$ cat src/rtl/sm_pkg.sv
`default_nettype none
// ============================================================================
// Module      : sm_pkg
// Description : Shared constants and types for the sign-magnitude accumulator.
// Revision    : 1.0 - initial release
// ============================================================================
package sm_pkg;

    localparam int SM_W  = 21;
    localparam int MAG_W = 20;
    localparam logic [MAG_W-1:0] MAG_MAX = 20'hFFFFF;

    typedef enum logic [1:0] {
        IDLE  = 2'd0,
        ACCUM = 2'd1,
        DONE  = 2'd2
    } state_t;

    // Bit 20 is the sign (1 = negative), bits 19:0 the magnitude.
    typedef logic [SM_W-1:0] sm_word_t;

endpackage : sm_pkg
`default_nettype wire

$ cat src/rtl/sm_add_sat.sv
`default_nettype none
// ============================================================================
// Module      : sm_add_sat
// Description : Combinational sign-magnitude adder with magnitude saturation.
// Revision    : 1.0 - initial release
// ============================================================================
module sm_add_sat
    import sm_pkg::*;
(
    input  logic [SM_W-1:0] a,
    input  logic [SM_W-1:0] b,
    output logic [SM_W-1:0] y,
    output logic            sat
);

    logic [MAG_W-1:0] w_a_mag;
    logic [MAG_W-1:0] w_b_mag;
    logic             w_a_neg;
    logic             w_b_neg;
    logic [MAG_W:0]   w_mag_sum;
    logic [MAG_W-1:0] w_mag;
    logic             w_sign;

    assign w_a_mag = a[MAG_W-1:0];
    assign w_b_mag = b[MAG_W-1:0];
    // A zero magnitude counts as +0 regardless of its sign bit.
    assign w_a_neg = a[SM_W-1] & (|w_a_mag);
    assign w_b_neg = b[SM_W-1] & (|w_b_mag);
    assign w_mag_sum = {1'b0, w_a_mag} + {1'b0, w_b_mag};

    always_comb begin
        w_mag  = '0;
        w_sign = 1'b0;
        sat    = 1'b0;
        if (w_a_neg == w_b_neg) begin
            w_sign = w_a_neg;
            if (w_mag_sum[MAG_W]) begin
                sat   = 1'b1;
                w_mag = MAG_MAX;
            end else begin
                w_mag = w_mag_sum[MAG_W-1:0];
            end
        end else if (w_a_mag >= w_b_mag) begin
            w_mag  = w_a_mag - w_b_mag;
            w_sign = w_a_neg;
        end else begin
            w_mag  = w_b_mag - w_a_mag;
            w_sign = w_b_neg;
        end
    end

    assign y = {w_sign & (|w_mag), w_mag};

endmodule : sm_add_sat
`default_nettype wire

$ cat src/rtl/sm_accum_ctrl.sv
`default_nettype none
// ============================================================================
// Module      : sm_accum_ctrl
// Description : Sequences N_TERMS sign-magnitude terms through one adder.
// Revision    : 1.0 - initial release
// ============================================================================
module sm_accum_ctrl
    import sm_pkg::*;
#(
    parameter int N_TERMS = 8,
    parameter int CNT_W   = 8
) (
    input  logic            clk,
    input  logic            rst,
    input  logic            start,
    input  logic            term_valid,
    input  logic [SM_W-1:0] term,
    output logic            term_ready,
    output logic            sum_valid,
    input  logic            sum_ready,
    output logic [SM_W-1:0] sum,
    output logic            ovf,
    output logic            busy
);

    localparam logic [CNT_W-1:0] c_last = CNT_W'(N_TERMS - 1);

    state_t           r_state;
    sm_word_t         r_acc;
    logic [CNT_W-1:0] r_cnt;
    logic             r_ovf;
    logic             r_term_ready;
    logic             r_sum_valid;
    logic             r_busy;

    sm_word_t         w_sum;
    logic             w_sat;
    logic             w_accept;

    sm_add_sat u_add (
        .a   (r_acc),
        .b   (term),
        .y   (w_sum),
        .sat (w_sat)
    );

    assign w_accept = term_valid & r_term_ready;

    always_ff @(posedge clk) begin
        if (rst) begin
            r_state      <= IDLE;
            r_acc        <= '0;
            r_cnt        <= '0;
            r_ovf        <= 1'b0;
            r_term_ready <= 1'b0;
            r_sum_valid  <= 1'b0;
            r_busy       <= 1'b0;
        end else begin
            case (r_state)
                IDLE: begin
                    if (start) begin
                        r_state      <= ACCUM;
                        r_acc        <= '0;
                        r_cnt        <= '0;
                        r_ovf        <= 1'b0;
                        r_term_ready <= 1'b1;
                        r_busy       <= 1'b1;
                    end
                end
                ACCUM: begin
                    if (w_accept) begin
                        r_acc <= w_sum;
                        r_ovf <= r_ovf | w_sat;
                        r_cnt <= r_cnt + 1'b1;
                        if (r_cnt == c_last) begin
                            r_state      <= DONE;
                            r_term_ready <= 1'b0;
                            r_sum_valid  <= 1'b1;
                        end
                    end
                end
                DONE: begin
                    if (sum_ready) begin
                        r_state     <= IDLE;
                        r_sum_valid <= 1'b0;
                        r_busy      <= 1'b0;
                    end
                end
                default: begin
                    r_state      <= IDLE;
                    r_term_ready <= 1'b0;
                    r_sum_valid  <= 1'b0;
                    r_busy       <= 1'b0;
                end
            endcase
        end
    end

    assign term_ready = r_term_ready;
    assign sum_valid  = r_sum_valid;
    assign sum        = r_acc;
    assign ovf        = r_ovf;
    assign busy       = r_busy;

endmodule : sm_accum_ctrl
`default_nettype wire
$ cat config.mk
export PLATFORM = sky130hd
export DESIGN_NAME = sm_accum_ctrl
export DESIGN_NICKNAME = d
export VERILOG_FILES = /design/src/rtl/sm_pkg.sv /design/src/rtl/sm_add_sat.sv /design/src/rtl/sm_accum_ctrl.sv
export SDC_FILE = /design/constraint.sdc
export NUM_CORES = 1
export LEC_CHECK = 0
export ABC_CLOCK_PERIOD_IN_PS = 4200
export CAP_MARGIN = 5
export CORE_UTILIZATION = 53
export CTS_CLUSTER_DIAMETER = 60
export DETAILED_ROUTE_END_ITERATION = 8
export PLACE_DENSITY = 0.85
export RECOVER_POWER = 25
export SLEW_MARGIN = 25
export SYNTH_ARGS = -nofsm -noshare
export SYNTH_HDL_FRONTEND = slang
export SYNTH_SLANG_ARGS = --single-unit
$ cat constraint.sdc
create_clock -name clk -period 4.2 [get_ports clk]
set_input_delay 0.84 -clock clk [delete_from_list [all_inputs] [get_ports clk]]
set_output_delay 0.84 -clock clk [all_outputs]
set_load 0.005 [all_outputs]
# --- Word-level counts from Yosys, hierarchy flattened ---
# Cells that the tools add are included.
op_classes:
  addsub: 4
  n_mul: 0
  div: 0
  order_cmp: 1
  n_eq_ne: 8
  shift: 0
  muxes: 30
  n_bitwise: 8
  reduce_logical: 10
op_table:
  columns: ["cell", "count"]
  rows:
  - ["20-bit two-way mux", 3]
  - ["20-bit OR reduction", 3]
  - ["21-bit two-way mux", 2]
  - ["21-bit one-hot mux with 2 select lines", 1]
  - ["20-bit subtractor", 2]
  - ["20-bit by 20-bit adder with 21-bit output", 1]
  - ["20-bit >= comparator", 1]
  - ["8-bit two-way mux", 2]
  - ["8-bit one-hot mux with 2 select lines", 1]
  - ["1-bit two-way mux", 12]
  - ["4-bit AND reduction", 3]
  - ["1-bit one-hot mux with 3 select lines", 3]
  - ["8-bit by 1-bit adder with 8-bit output (second input constant)", 1]
  - ["8-bit by 3-bit == test with 1-bit output (second input constant)", 1]
  - ["2-bit two-way mux", 4]
  - ["2-bit inequality test (second input constant)", 4]
  - ["2-bit one-hot mux with 3 select lines", 1]
  - ["3-bit AND reduction", 2]
  - ["1-bit AND", 4]
  - ["1-bit NOT", 3]
  - ["2-bit by 1-bit == test with 1-bit output (second input constant)", 1]
  - ["2-bit == test (second input constant)", 1]
  - ["2-bit zero test", 1]
  - ["1-bit one-hot mux with 2 select lines", 1]
  - ["other kinds (3)", 3]
word_totals:
  regBits: 35
  latchBits: 0
  ram_bits: 0
  rom_bits: 0
  in_bits: 26
  out_inout_bits: 25
  word_cells: 68
  memories: 0

# --- Logic depth before layout (Yosys ltp) ---
# Gate-level depths: netlist of the first run.
logic_depth:
  word_depth: 8
  mapped_depth: 16
  depth_no_buf: 14

# --- Modules after synthesis ---
# From an unflattened synthesis of the first run, not the netlist that was laid out.
unflattened:
  cells_unflattened: 622
  hier_area_um2: 4782.1
modules_own_cells:
  columns: ["mod", "instances", "cells_each", "area_per_inst_um2", "seq_area_each_um2"]
  rows:
  - ["sm_add_sat", 1, 496, 3434.5, 0.0]
  - ["sm_accum_ctrl", 1, 126, 1347.5, 700.7]

# --- Worst setup path before layout of the first run ---
# OpenSTA, ideal clock, no wires.
synth_timing:
  path_kind: "in2reg"
  startpoint: "in term[0]"
  endpoint: "reg r_acc[20], in the netlist sum[20]"
  setup_ns: 0.120
  t_arrival_ns: 3.722
  required_time_ns: 4.080
  slack_ns: 0.358
  path_stages: 13
  n_path_buf: 0
  path_cell_list: "ha_1 -> inv_1 -> fa_1 -> o21ba_2 -> or4_1 -> a2111oi_2 -> o41ai_1 -> or2_0 -> a211oi_1 -> a211oi_1 -> nor4_1 -> nand4_1 -> o31a_1"
synth_between:
  elab_chain_cells: 8
  word_cells_on_any_way: 16
  classes_between: "add/sub (3); order compare (1); eq/ne (1); mux (7); bitwise (2); reduce/logical (2)"
synth_rtl:
  columns: ["item", "line_no", "source"]
  rows:
  - ["start: declaration", "sm_accum_ctrl.sv:17", "input logic [SM_W-1:0] term,"]
  - ["branches (longest 5 deep; another with 20-bit subtractor)", null, null]
  - ["1-bit AND (*)", "sm_add_sat.sv:52", "assign y = {w_sign & (|w_mag), w_mag};"]
  - ["21-bit two-way mux (*)", "sm_accum_ctrl.sv:71", "if (w_accept) begin"]
  - ["21-bit one-hot mux with 2 select lines (*)", "sm_accum_ctrl.sv:59", "case (r_state)"]
  - ["end signal: assignment", "sm_accum_ctrl.sv:72", "r_acc <= w_sum;"]
  - ["end: declaration", "sm_accum_ctrl.sv:29", "sm_word_t r_acc;"]
# Mark *: on every way between the ends. The select of a mux whose other input is x is not followed.
# A chain may end at the register's enable or synchronous reset.

# --- Worst setup path in the final report of the first run ---
layout_timing:
  startpoint: "in term[5]"
  endpoint: "reg r_acc[20], in the netlist sum[20]"
layout_between:
  elab_chain_cells: 8
  word_cells_on_any_way: 16
  classes_between: "add/sub (3); order compare (1); eq/ne (1); mux (7); bitwise (2); reduce/logical (2)"
layout_rtl:
  columns: ["item", "line_no"]
  rows:
  - ["branches (longest 5 deep; another with 20-bit by 20-bit adder with 21-bit output)", null]
  - ["1-bit AND (*)", "sm_add_sat.sv:52"]
  - ["21-bit two-way mux (*)", "sm_accum_ctrl.sv:71"]
  - ["21-bit one-hot mux with 2 select lines (*)", "sm_accum_ctrl.sv:59"]
# Marks and branches as above.

==> impl_metrics.yaml, run 1 <==
critical_path:
  crit_path_start_kind: "input pin"
  cp-end-kind: "flop"
  crit_chain: "clkdlybuf4s50_1, inv_1, ha_2, inv_1, a221oi_4, a2111oi_4, buf_4, o31ai_4, a21o_1, nand2_2, o221a_2, a31o_2, nand4b_1, o31a_1"
  crit_top_cell: "inv_1"
  path_delay_family: "compound AO/OA/AOI/OAI gates"
  critPathKind: "in2reg"
  cp.arrival_ns: 4.35
  max_stage_delay_ns: 0.48
  crit_required_ns: 4.41
  worst-path-buf-inv: 4
  slowest_stage: "clkdlybuf4s50_1"
  crit_fanout: 6
routing:
  antenna_left: 0
  drt_iter0_drc: 724
  wl_um: 22000
  wl_per_cell_um: 21.6
  vias_per_cell: 6.61
  drcViolationCount: 0
  dr.pass1.iters: 6
  vias: 6722
cells_and_area:
  stdcell_count: 1017
  syn2layout_area_growth_pct: 44.2
  drive_gt1_frac: 0.281
  n_antenna_cell: 0
  fin_nets: 994
pwr:
  pwr_density_cell_nw_per_um2: 161
  leakage_nw: 3.22
  ir_drop_mv: 0.139
clock_tree:
  cts_inserted_buffers: 5
  htree_levels: 2
  cts_num_sinks: 35
  tritoncts: "built"
  insertion_delay_ns: 0.31
  clkSlewWorstSetupHoldPaths_ns: 0.09
  cts_root_buffer: "clkbuf_8"
  clk_path_buf_depth: 2
sta:
  tightest_slew_ns: 0.676
  hold_viol_final: 0
  slew_violations: 0
  finClkSkew_ns: 0.00773
  whs_ns: 0.473
  fin_ws_ns: 0.0595
  setup_viol_count_final: 0
  post-route-period-util: 0.986
  slew_headroom: 0.543
  max_freq_ghz: 0.242
  period_minus_slack_ns: 4.14
  finalSetupTns_ns: 0
logic_synthesis:
  ys_ff_latch: 35
  syn_inst: 700
  synth_area_um2: 5030
  yosysWarnings: 0
  synth_edf_count: 0
  async_flop_share: 0
  synth-seq-area-share: 0.139
  synth_nets: 789
  yosys_most_used_dff: "dfxtp_1"
  synth_cell_type_count: 80
  syn_area_per_cell_um2: 7.18
placed_design:
  dpl.hpwl_um: 17500
  place_inst: 1006
  post-place-ws_ns: -0.356
  portBuffers: 50
  place_congestion: 1.05
flow_run:
  cap_viol_max_count: 0
outcome:
  status: "finished, final reports clean"
grt:
  grt_pass1_vias: 6434
  grt_pass1_wl_um: 33900
  grt_max_degree: 19
  grt_usage: 0.443
  grt-ovfl-total: 0
  antenna_found_initial: 0
floorplan:
  core_um2: 9200
  rows: 35
  die_x_um: 99.4
  die_area_um2: 9880
  io-pin-count: 51
  start_util: 0.547
  die_h_um: 99.4
worst_hold_path:
  hp-class: "reg2reg"
-- worst reg2reg max path, cell delays in order, from the launching register on --
cell	delay, ns
dfxtp_1	0.51
inv_1	0.18
fa_2	0.39
o21ba_2	0.22
or4_4	0.51
a2111oi_4	0.36
buf_4	0.19
o31ai_4	0.09
buf_4	0.17
a211oi_2	0.20
nor3b_1	0.11
a2111oi_2	0.35
nand4b_1	0.14
o31a_1	0.29
-- report_power, final --
part	leakage, nW	total, mW	switching, mW	internal, mW
registers	0.283	0.352	0.0114	0.341
logic	2.90	0.536	0.297	0.239
clock network	0.0402	0.279	0.163	0.116
total	3.22	1.17	0.472	0.696
-- cells by family (layout without fill, tap and decap cells) --
logic type	after synthesis	in the layout	synth area share
simple gates	246	246	0.243
compound gates	232	232	0.320
buf+inv	94	300	0.0769
fa+ha+maj	63	63	0.161
flops	35	35	0.139
mux	19	19	0.0398
xor+xnor	11	11	0.0192
-- per-layer routing --
metal | up-vias | global-route usage | part of all wire
li1 | 3010 | - | -
met1 | 3112 | 0.536 | 0.39
met2 | 477 | 0.709 | 0.43
met3 | 123 | 0.0998 | 0.11
met4 | 0 | 0.284 | 0.071
met5 | - | 0 | 0
-- layout make-up --
| cell class | count | area (um2) |
|---|---|---|
| clock buffers | 5 | 68.8 |
| inverters | 58 | 218 |
| clock inverters | 3 | 20.0 |
| well taps | 111 | 139 |
| repair buffers | 234 | 1890 |
| multi-input cells | 571 | 4210 |
| flip-flops and latches | 35 | 701 |
| fillers | 707 | 1950 |
-- synthesized netlist by cell type (6+ instances only) --
cell type   n  area share
a21oi_1    59       0.059
nor4_1     14       0.017
dfxtp_1    35        0.14
nand2b_1    6      0.0075
nor2b_1    12       0.015
nand2_1    52       0.039
nand4_1     9       0.011
nor2_1     75       0.056
a211oi_1   12       0.018
nand3_1    15       0.015
nor3_1     22       0.022
inv_1      58       0.043
a21o_1     10       0.015
o21ai_0    40       0.040
a2111oi_0   7       0.012
xnor2_1     6       0.010
and3_1      8       0.010
ha_1       60        0.15
o32ai_1     6       0.010
buf_2       9      0.0090
or2_2       6      0.0075
mux2i_1    14       0.028
clkbuf_1   21       0.016
a221oi_1    9       0.016
a22oi_1    13       0.019
a31oi_1     6      0.0075
-- sequential cells by signal, indices dropped and copies added (netlist names) --
name and flops:
term_ready 1, r_cnt 8, r_state 2, sum 21, ovf 1, sum_valid 1
busy 1
-- per-stage QoR --
stage	total power, mW	util	instance area (um2)
final	1.17	0.788	7250
after global routing	1.20	0.788	7250
after CTS	1.13	0.765	7040
after detailed placement	0.850	0.747	6870
after global placement	0.840	0.747	6870
after floorplan	0.601	-	5030
-- worst paths after layout --
kind	startpoint	depth (start not counted)	slack, ns	end
max	term[5]	14	0.06	sum[20]
min	sum_valid	2	0.47	sum_valid
max reg2reg	sum[1]	13	0.37	sum[20]
min reg2reg	sum_valid	2	0.47	sum_valid
-- cells in the final DEF, fill, tap and decap left out, drive strengths merged, types with 6 or more instances in the layout --
cell type	synthesis	layout
and3	8	8
mux2i	14	14
nand2	52	52
nor2b	12	12
nand4	11	11
o31ai	6	6
nand2b	6	6
xnor2	6	6
a21o	10	10
nor4	14	14
o32ai	6	6
inv	58	58
or2	7	7
clkbuf	21	6
nor2	75	75
a22oi	13	13
dlygate4sd3	0	13
o21ai	41	41
clkdlybuf4s50	0	34
a21oi	61	61
buf	15	183
ha	60	60
a31oi	6	6
a211oi	13	13
nand3	15	15
a2111oi	8	8
nor3	23	23
dfxtp	35	35
a221oi	10	10
-- timing repair --
action / in CTS / in global routing
setup buffers: 0 / 3
cloned: 0 / 0
endpoints found under the setup margin: 3 / 6
hold buffers: 0 / 0
pin swaps: 5 / 7
gates resized for setup: 19 / 39
(Power assumes the default switching activity.)
==> run 2: changes to the inputs <==
--- a/config.mk
+++ b/config.mk
@@ -5,7 +5,7 @@
 export SDC_FILE = /design/constraint.sdc
 export NUM_CORES = 1
 export LEC_CHECK = 0
-export ABC_CLOCK_PERIOD_IN_PS = 4200
+export ABC_CLOCK_PERIOD_IN_PS = 5300
 export CAP_MARGIN = 5
 export CORE_UTILIZATION = 53
 export CTS_CLUSTER_DIAMETER = 60
@@ -16,3 +16,4 @@
 export SYNTH_ARGS = -nofsm -noshare
 export SYNTH_HDL_FRONTEND = slang
 export SYNTH_SLANG_ARGS = --single-unit
+export TNS_END_PERCENT = 5
==> constraint.sdc (replaced) <==
create_clock -name clk -period 5.3 [get_ports clk]
set_input_delay 1.06 -clock clk [delete_from_list [all_inputs] [get_ports clk]]
set_output_delay 1.06 -clock clk [all_outputs]
set_load 0.005 [all_outputs]
==> run 2 against run 1 <==
Against the previous run:
- routed wire length fell by 9.8%
- flip-flop and latch count did not move
- clock skew rose by 0.0062 ns
- cell area fell by 17%
- non-clock buffer count fell by 131
- combinational power fell by 37%
- critical path type unchanged
==> impl_metrics.yaml, run 2 (same netlist as run 1, synthesis figures left out) <==
sta:
  setup_viol_count_final: 0
  slew_violations: 0
  period_minus_slack_ns: 4.87
  rsz0062_at_grt: "no"
  hold_viol_final: 0
  whs_ns: 0.468
  post-route-period-util: 0.920
  max_freq_ghz: 0.205
  slew_headroom: 0.525
  finClkSkew_ns: 0.0139
  tightest_slew_ns: 0.703
  fin_ws_ns: 0.426
  finalSetupTns_ns: 0
pwr:
  swShare: 0.411
  ir_drop_mv: 0.120
  finalPower_mw: 0.843
  combPwrFrac: 0.402
  leakage_nw: 2.54
  p_switching_mw: 0.346
  p_clk_frac: 0.267
  power.internal_mw: 0.497
  pwr_density_cell_nw_per_um2: 141
  seq_power_share: 0.331
routing:
  vias_per_cell: 6.97
  antenna_left: 0
  dr.pass1.iters: 5
  wl_per_cell_um: 22.4
  drt_iter0_drc: 531
  vias: 6171
  drcViolationCount: 0
  wl_um: 19800
critical_path:
  r2r_slack_ns: 1.21
  slowest_stage: "clkdlybuf4s50_1"
  regToRegStartpoint: "sum[0]"
  cp-end-kind: "flop"
  crit_chain: "clkdlybuf4s50_1, inv_1, ha_1, a21o_1, a221o_1, a21oi_2, and3_1, mux2_4, a311o_1, o221a_1, nor4_1, nand4b_1, o31a_1"
  cp-startpoint: "term[13]"
  cp.arrival_ns: 5.07
  r2r_cells: 14
  reg2reg_to: "sum[20]"
  max_stage_delay_ns: 0.55
  crit_required_ns: 5.50
  crit_fanout: 12
  critPathCapture: "sum[20]"
  critPathKind: "in2reg"
  crit_path_start_kind: "input pin"
clock_tree:
  cts_inserted_buffers: 5
  cts_root_buffer: "clkbuf_8"
  clkSlewWorstSetupHoldPaths_ns: 0.09
  cts_num_sinks: 35
  cts_resized: 0
  postCtsSetupBuffers: 0
  insertion_delay_ns: 0.31
  clk_path_buf_depth: 2
  tritoncts: "built"
  cts.hold.buffers_added: 0
  htree_levels: 2
placed_design:
  portBuffers: 50
  placed_area_um2: 5890
  place_congestion: 1.08
  dpl.hpwl_um: 15800
  post-place-ws_ns: 0.206
floorplan:
  rows: 35
  start_util: 0.547
  core_um2: 9200
  io-pin-count: 51
  die_x_um: 99.4
  die_area_um2: 9880
  die_h_um: 99.4
grt:
  grt_pass1_vias: 5705
  grt_usage: 0.398
  grt_max_degree: 30
  grt_pass1_wl_um: 30300
  antenna_found_initial: 0
  grt-ovfl-total: 0
cells_and_area:
  final_cell_mix: "nor2_1, ha_1, a21oi_1"
  largest_reg_flops: 21
  n_antenna_cell: 0
  fin_area_um2: 5990
  drive_gt1_frac: 0.112
  layout_commonest_cell: "nor2_1"
  syn2layout_area_growth_pct: 19.1
  fin_nets: 863
flow_run:
  cap_viol_max_count: 0
worst_hold_path:
  hp-class: "reg2reg"
outcome:
  status: "finished, final reports clean"
[run 2: cell count changes in the layout (fill, tap and decap cells not counted), moves of 3 or more]
cell / previous run / this run
a2111oi_0: 4 / 7
o21ai_0: 37 / 40
nor4_2: 3 / 0
ha_2: 3 / 0
ha_1: 55 / 60
o31ai_1: 2 / 5
buf_4: 181 / 53
nor4_1: 11 / 14
clkdlybuf4s50_1: 34 / 37
dlygate4sd2_1: 3 / 0
[run 2: worst min path at each step]
stage / from / end / depth (start not counted)
after floorplan: r_cnt[1] / r_cnt[1] / 2
after global placement: ovf / ovf / 2
after detailed placement: ovf / ovf / 2
after CTS: ovf / ovf / 2
after global routing: sum_valid / sum_valid / 2
final: ovf / ovf / 2
[run 2: area by class of cell]
cell class,count,area [um2]
Clock inverter,3,23.8
Fill cell,851,3210
Clock buffer,5,68.8
Tap cell,111,139
Timing Repair Buffer,103,898
Inverter,58,218
Sequential cell,35,701
Multi-Input combinational cell,571,3940
[run 2: worst max-delay path, delay by kind of cell]
| kind | cells | cell delay (ns) |
|---|---|---|
| compound gates | 6 | 1.65 |
| simple gates | 3 | 0.96 |
| buf+inv | 2 | 0.61 |
| fa+ha+maj | 1 | 0.44 |
| mux | 1 | 0.34 |
[run 2: routing by layer]
metal / share of wire / vias to the layer above / global-route usage
li1: - / 2753 / -
met5: 0 / - / 0
met3: 0.10 / 92 / 0.0801
met4: 0.066 / 0 / 0.243
met1: 0.39 / 2899 / 0.497
met2: 0.44 / 427 / 0.634
[run 2: power groups by stage]
| stage | registers (mW) | clock network [mW] | logic, mW |
|---|---|---|---|
| after CTS | 0.279 | 0.222 | 0.329 |
| final | 0.279 | 0.225 | 0.339 |
| after global routing | 0.280 | 0.234 | 0.359 |
| after detailed placement | 0.285 | 0 | 0.327 |
| after global placement | 0.284 | 0 | 0.325 |
| after floorplan | 0.283 | 0 | 0.193 |
[run 2: metrics by stage]
| step | utilization | std cells |
|---|---|---|
| global route | 0.651 | 886 |
| global placement | 0.641 | 878 |
| finish | 0.651 | 886 |
| floorplan | - | 700 |
| CTS | 0.651 | 886 |
| detailed placement | 0.641 | 878 |
==> run 3: changes to the inputs <==
--- a/config.mk
+++ b/config.mk
@@ -6,7 +6,6 @@
 export NUM_CORES = 1
 export LEC_CHECK = 0
 export ABC_CLOCK_PERIOD_IN_PS = 5300
-export CAP_MARGIN = 5
 export CORE_UTILIZATION = 53
 export CTS_CLUSTER_DIAMETER = 60
 export DETAILED_ROUTE_END_ITERATION = 8
==> results of run 3 <==
Final layout, timing and power as in run 2 (identical DEF).
